$ cat src/rtl/tx_uart.sv
// rtl/tx_uart.sv - UART transmitter with optional parity and configurable stop length
//
// Ports:
//   i_clock        : clock, all state updates on its rising edge
//   i_reset        : synchronous active-low reset
//   i_tick         : 16x bit-rate enable pulse, one cycle wide
//   i_tx_start     : request to send i_data, honoured only in IDLE
//   i_data         : NB_DATA-bit word, latched at acceptance
//   o_tx           : serial line, idle high, registered
//   o_tx_done_tick : one-cycle pulse at the end of the stop period
//   o_busy         : high whenever a frame is in progress
module tx_uart #(
  parameter int NB_DATA = 8,
  parameter int SB_TICK = 16,
  parameter int PARITY  = 0
) (
  input  logic               i_clock,
  input  logic               i_reset,
  input  logic               i_tick,
  input  logic               i_tx_start,
  input  logic [NB_DATA-1:0] i_data,
  output logic               o_tx,
  output logic               o_tx_done_tick,
  output logic               o_busy
);

  localparam int NB_TICK = $clog2(SB_TICK);
  localparam int NB_DCNT = (NB_DATA > 1) ? $clog2(NB_DATA) : 1;

  localparam logic [NB_TICK-1:0] TICK_BIT  = NB_TICK'(15);
  localparam logic [NB_TICK-1:0] TICK_STOP = NB_TICK'(SB_TICK - 1);
  localparam logic [NB_DCNT-1:0] DCNT_LAST = NB_DCNT'(NB_DATA - 1);

  typedef enum logic [2:0] {
    S_IDLE   = 3'd0,
    S_START  = 3'd1,
    S_DATA   = 3'd2,
    S_PARITY = 3'd3,
    S_STOP   = 3'd4
  } state_t;

  state_t             r_state;
  logic [NB_TICK-1:0] r_tick_cnt;
  logic [NB_DCNT-1:0] r_data_cnt;
  logic [NB_DATA-1:0] r_shift;
  logic               r_parity;
  logic               r_tx;
  logic               r_done;

  logic [NB_DATA-1:0] w_shift_next;
  logic               w_parity;

  assign w_shift_next = r_shift >> 1;
  // Even parity is the XOR of the data bits; odd parity is its inverse.
  assign w_parity     = (PARITY == 2) ? ~(^i_data) : (^i_data);

  always_ff @(posedge i_clock) begin
    if (!i_reset) begin
      r_state    <= S_IDLE;
      r_tick_cnt <= '0;
      r_data_cnt <= '0;
      r_shift    <= '0;
      r_parity   <= 1'b0;
      r_tx       <= 1'b1;
      r_done     <= 1'b0;
    end else begin
      r_done <= 1'b0;
      case (r_state)
        S_IDLE: begin
          r_tx <= 1'b1;
          if (i_tx_start) begin
            r_state    <= S_START;
            r_shift    <= i_data;
            r_parity   <= w_parity;
            r_tick_cnt <= '0;
            r_data_cnt <= '0;
            r_tx       <= 1'b0;
          end
        end
        S_START: begin
          if (i_tick) begin
            if (r_tick_cnt == TICK_BIT) begin
              r_state    <= S_DATA;
              r_tick_cnt <= '0;
              r_tx       <= r_shift[0];
            end else begin
              r_tick_cnt <= r_tick_cnt + NB_TICK'(1);
            end
          end
        end
        S_DATA: begin
          if (i_tick) begin
            if (r_tick_cnt == TICK_BIT) begin
              r_shift    <= w_shift_next;
              r_tick_cnt <= '0;
              if (r_data_cnt == DCNT_LAST) begin
                if (PARITY != 0) begin
                  r_state <= S_PARITY;
                  r_tx    <= r_parity;
                end else begin
                  r_state <= S_STOP;
                  r_tx    <= 1'b1;
                end
              end else begin
                r_data_cnt <= r_data_cnt + NB_DCNT'(1);
                // Next bit is presented on the same edge as the shift.
                r_tx       <= w_shift_next[0];
              end
            end else begin
              r_tick_cnt <= r_tick_cnt + NB_TICK'(1);
            end
          end
        end
        S_PARITY: begin
          if (i_tick) begin
            if (r_tick_cnt == TICK_BIT) begin
              r_state    <= S_STOP;
              r_tick_cnt <= '0;
              r_tx       <= 1'b1;
            end else begin
              r_tick_cnt <= r_tick_cnt + NB_TICK'(1);
            end
          end
        end
        S_STOP: begin
          r_tx <= 1'b1;
          if (i_tick) begin
            if (r_tick_cnt == TICK_STOP) begin
              r_state    <= S_IDLE;
              r_tick_cnt <= '0;
              r_done     <= 1'b1;
            end else begin
              r_tick_cnt <= r_tick_cnt + NB_TICK'(1);
            end
          end
        end
        default: begin
          // Unused encodings fall straight back to an idle line.
          r_state    <= S_IDLE;
          r_tick_cnt <= '0;
          r_data_cnt <= '0;
          r_tx       <= 1'b1;
        end
      endcase
    end
  end

  assign o_tx           = r_tx;
  assign o_tx_done_tick = r_done;
  assign o_busy         = (r_state != S_IDLE);

endmodule

$ cat config.mk
export PLATFORM = sky130hd
export DESIGN_NAME = tx_uart
export DESIGN_NICKNAME = d
export VERILOG_FILES = /design/src/rtl/tx_uart.sv
export SDC_FILE = /design/constraint.sdc
export NUM_CORES = 1
export LEC_CHECK = 0
export CELL_PAD_IN_SITES_DETAIL_PLACEMENT = 2
export CELL_PAD_IN_SITES_GLOBAL_PLACEMENT = 2
export CORE_MARGIN = 5
export CORE_UTILIZATION = 36
export CTS_BUF_LIST = sky130_fd_sc_hd__clkbuf_4 sky130_fd_sc_hd__clkbuf_8
export DETAILED_ROUTE_END_ITERATION = 12
export GPL_ROUTABILITY_DRIVEN = 0
export PLACE_DENSITY = 0.84
export SYNTH_ARGS = -nofsm -noshare
export SYNTH_HDL_FRONTEND = slang
export SYNTH_SLANG_ARGS = --single-unit
$ cat constraint.sdc
create_clock -name i_clock -period 3.3 [get_ports i_clock]
set_input_delay 0.99 -clock i_clock [delete_from_list [all_inputs] [get_ports i_clock]]
set_output_delay 0.99 -clock i_clock [all_outputs]
set_load 0.01 [all_outputs]
# [Word-level counts from Yosys, hierarchy flattened]
# Cells that the tools add are included.
[op_classes] n_addsub=2 eq_ne=18 muxes=34 bitwise_logic=1 n_reduce_logical=11
[ops] operator="3-bit two-way mux" n=14
[ops] operator="8-bit two-way mux" n=3
[ops] operator="2-bit != test, second input constant" n=11
[ops] operator="8-bit one-hot mux with 2 select lines" n=1
[ops] operator="3-bit one-hot mux with 5 select lines" n=1
[ops] operator="4-bit two-way mux" n=3
[ops] operator="10-bit AND reduction" n=1
[ops] operator="1-bit two-way mux" n=9
[ops] operator="3-bit one-hot mux with 3 select lines" n=1
[ops] operator="4-bit one-hot mux with 2 select lines" n=1
[ops] operator="3-bit by 2-bit == test with 1-bit output, second input constant" n=2
[ops] operator="3-bit == test, second input constant" n=2
[ops] operator="6-bit AND reduction" n=1
[ops] operator="5-bit AND reduction" n=1
[ops] operator="4-bit by 1-bit adder with 4-bit output, second input constant" n=1
[ops] operator="4-bit == test, second input constant" n=1
[ops] operator="1-bit one-hot mux with 4 select lines" n=1
[ops] operator="4-bit AND reduction" n=1
[ops] operator="4-bit OR reduction" n=1
[ops] operator="3-bit by 1-bit adder with 3-bit output, second input constant" n=1
[ops] operator="3-bit by 1-bit == test with 1-bit output, second input constant" n=1
[ops] operator="3-bit zero test" n=1
[ops] operator="3-bit AND reduction" n=1
[ops] operator="3-bit nonzero test" n=1
[ops] operator="5 further kinds" n=5
[word_totals] regBits=20 output_inout_bits=3

# [Longest topological paths before layout]
[logic_depth] depth_word=5 ltp_mapped=6 ltp_nobuf=6

# [Least setup slack after synthesis]
# No wires, ideal clock.
[synth_path] path_kind="input to register" startpoint="in i_tx_start" endpoint="reg r_shift[4]" setup_time_ps=66 arrival_time_ps=1924 required_ps=3234 slack_ps=1310 path_stages=5 path_cell_list="or4b_1 -> o21ai_4 -> buf_6 -> o21ai_1 -> a21oi_2"
[synth_between] elab_chain_cells=2
[synth_rtl] element="start, declared" line="20" rtl="input logic i_tx_start,"
[synth_rtl] element="2-bit != test (no source line)"
[synth_rtl] element="4-bit AND reduction (no source line)"
[synth_rtl] element="end signal, assigned" line="73" rtl="r_shift <= i_data;"
[synth_rtl] element="end signal, assigned" line="94" rtl="r_shift <= w_shift_next;"
[synth_rtl] element="end, declared" line="45" rtl="logic [NB_DATA-1:0] r_shift;"
# No other way between the ends.
# A chain may end at the register's enable or synchronous reset.

# [Worst setup path in the final report]
[layout_path] startpoint="reg r_state[2]" endpoint="out o_busy"
[layout_between] elab_chain_cells=1
[layout_rtl] element="start, declared" line="42" rtl="state_t r_state;"
[layout_rtl] element="start signal, assigned" line="59" rtl="r_state <= S_IDLE;"
[layout_rtl] element="start signal, assigned" line="72" rtl="r_state <= S_START;"
[layout_rtl] element="start signal, assigned" line="83" rtl="r_state <= S_DATA;"
[layout_rtl] element="3-bit nonzero test" line="150" rtl="assign o_busy = (r_state != S_IDLE);"
[layout_rtl] element="end, declared" line="24" rtl="output logic o_busy"
# No other way between the ends.

==> results.cfg <==
[run_status]
status = finished, final reports clean

[cts]
clkTransAtPathRegs_ps = 120
post_cts_buffers = 0
clk-insertion-delay-late_ps = 300
hold_buffers = 0
cts_tree = yes
cts_resized = 0
htreeDepth = 1
cts_max_path_buffers = 2
cts_root_buffer = clkbuf_4
cts-buffers-inserted = 3
clock-sinks = 20

[global_route]
grt_max_degree = 16
grt.total_usage_pct = 15.3
grt_pass1_vias = 1074
grt_pass1_wl_um = 5130
antenna_found_initial = 0
grt-ovfl-total = 0

[synthesis]
syn_avg_cell_area_um2 = 8.52
yosysWarningCount = 0
syn-num-nets = 142
post-synth-top-area-cell = dfxtp_1
ys.flop_type = dfxtp_1
synthTopCellsByArea = dfxtp_1, mux2i_1, o21ai_0
async_reset_ff_share_pct = 0
synth_cells = 127
yosysMostFrequentCell = dfxtp_1
synth_top_area_share_pct = 37.0
yosysUniqueCellTypes = 36
yosysSeqAreaShare_pct = 37.0
synth_commonest_cells = dfxtp_1, nand2_1, o21ai_0, mux2i_1, nand3_1
synth_edf_count = 0
synth.cell_area_um2 = 1080
ys_ff_latch = 20

[placed_design]
dpl.hpwl_um = 2120
numPlacedInstances = 166
place_area_um2 = 1230
io_buffers = 14
post-place-ws_ps = 611

[worst_hold_path]
hp-start = r_data_cnt[2]
worstHoldPathType = register to register

[sta]
setup_violations = 0
report.final.hold_viol_count = 0
timing.final.crit_share_pct = 81.7
fin_skew_ps = 3.61
fmax_ghz = 0.371
postLayoutSetupSlackWorst_ps = 604
fin_hold_ws_ps = 482
slew-limit-headroom_pct = 67.6
period_needed_ps = 2700
rsz0062_at_grt = false
slew_violations = 0
tns_ps = 0
worstMarginPinSlew_ps = 487

[routing]
wl_per_cell_um = 17.0
drtIter0Drc = 14
via_per_inst = 5.78
routed_wirelength_um = 2890
ant_nets = 0
firstDrtPassIters = 2
routed-via-count = 982
route.detailed.drc = 0

[layout]
design_area_um2 = 1260
multi_input_area_um2 = 631
drive_gt1_share_pct = 9.35
diodes = 0
fin_cells = 170
nFillCells = 337
syn_to_final_growth_pct = 16.9
seq_area_um2 = 400
nNetsFinal = 155

[job]
cap_viol_max_count = 0

[floorplan]
coreArea_um2 = 2830
die_h_um = 64.8
dieArea_um2 = 4200
die_w_um = 64.8
io_pins = 15
placementRows = 19
start_util_pct = 38.3

[setup_path]
cp-end-kind = output pin
cp_max_fo = 12
r2r_start = r_state[1]
critPathRequiredTime_ps = 2310
worstSetupPathType = register to output pin
worstSetupStartpointType = register
critPathLaunch = r_state[2]
worstPathArrival_ps = 1710

[power]
power.leakage_nw = 0.510
cellPowerDensity_nw_per_um2 = 441
vdd_drop_max_v = 0.000166
[cells in the final DEF (no fill, tap or decap), drive strengths merged, types with 4 or more instances in the layout]
cell | synthesis | final
nor2 | 6 | 6
nand2 | 13 | 13
mux2i | 10 | 10
a21oi | 9 | 9
o21ai | 16 | 16
clkbuf | 3 | 4
nand3 | 9 | 9
clkdlybuf4s50 | 0 | 14
dfxtp | 20 | 20
[critical path, cell delays in order (launching register included)]
cell and delay (ps):
dfxtp_1 450, or3_1 460, clkdlybuf4s50_1 500
[metrics by stage]
step | total power, W | util [%]
finish | 0.000558 | 44.7
global route | 0.000597 | 44.7
CTS | 0.000567 | 44.7
detailed placement | 0.000418 | 43.4
global placement | 0.000412 | 43.4
floorplan | 0.000372 | -
[routing by layer]
metal  routed length [µm]  global-route usage, %  share of wire [%]
met3                   74                   2.59                2.6
met4                   10                   3.96               0.35
met2                 1410                   25.9                 49
met5                    0                      0                  0
met1                 1400                   20.0                 48
[flip-flops by register name (all words and copies together), names as in the netlist]
| name | cells |
|---|---|
| r_shift | 8 |
| r_tick_cnt | 4 |
| o_tx | 1 |
| r_data_cnt | 3 |
| o_tx_done_tick | 1 |
| r_state | 3 |
[final cells by class]
cell class / count / area share (%)
repair buffers: 15 / 11.7
inverters: 3 / 0.890
flip-flops and latches: 20 / 31.7
multi-input cells: 97 / 49.9
clock buffers: 4 / 2.87
well taps: 31 / 3.07
[where the power goes]
group          switching, W  internal (W)
Sequential        0.0000228      0.000263
Clock             0.0000782     0.0000672
Combinational     0.0000666     0.0000602
[worst paths after layout]
kind / to / slack [ps] / cells past startpoint
setup / recovery: o_busy / 600 / 2
hold reg to reg: r_data_cnt[2] / 480 / 2
setup reg to reg: r_shift[3] / 1320 / 4
hold / removal: r_data_cnt[2] / 480 / 2
[logic make-up (layout without fill, tap and decap cells)]
logic type / count (synthesis) / after routing / share of synthesized area (%)
and+or+nand+nor: 48 / 48 / 23.6
DFF: 20 / 20 / 37.0
AOI/OAI and AO/OA: 35 / 35 / 20.9
adders and majority gates: 3 / 3 / 3.47
buffers and inverters: 10 / 22 / 4.74
muxes: 11 / 11 / 10.3
Note: power is estimated with default switching activity, not from simulation.
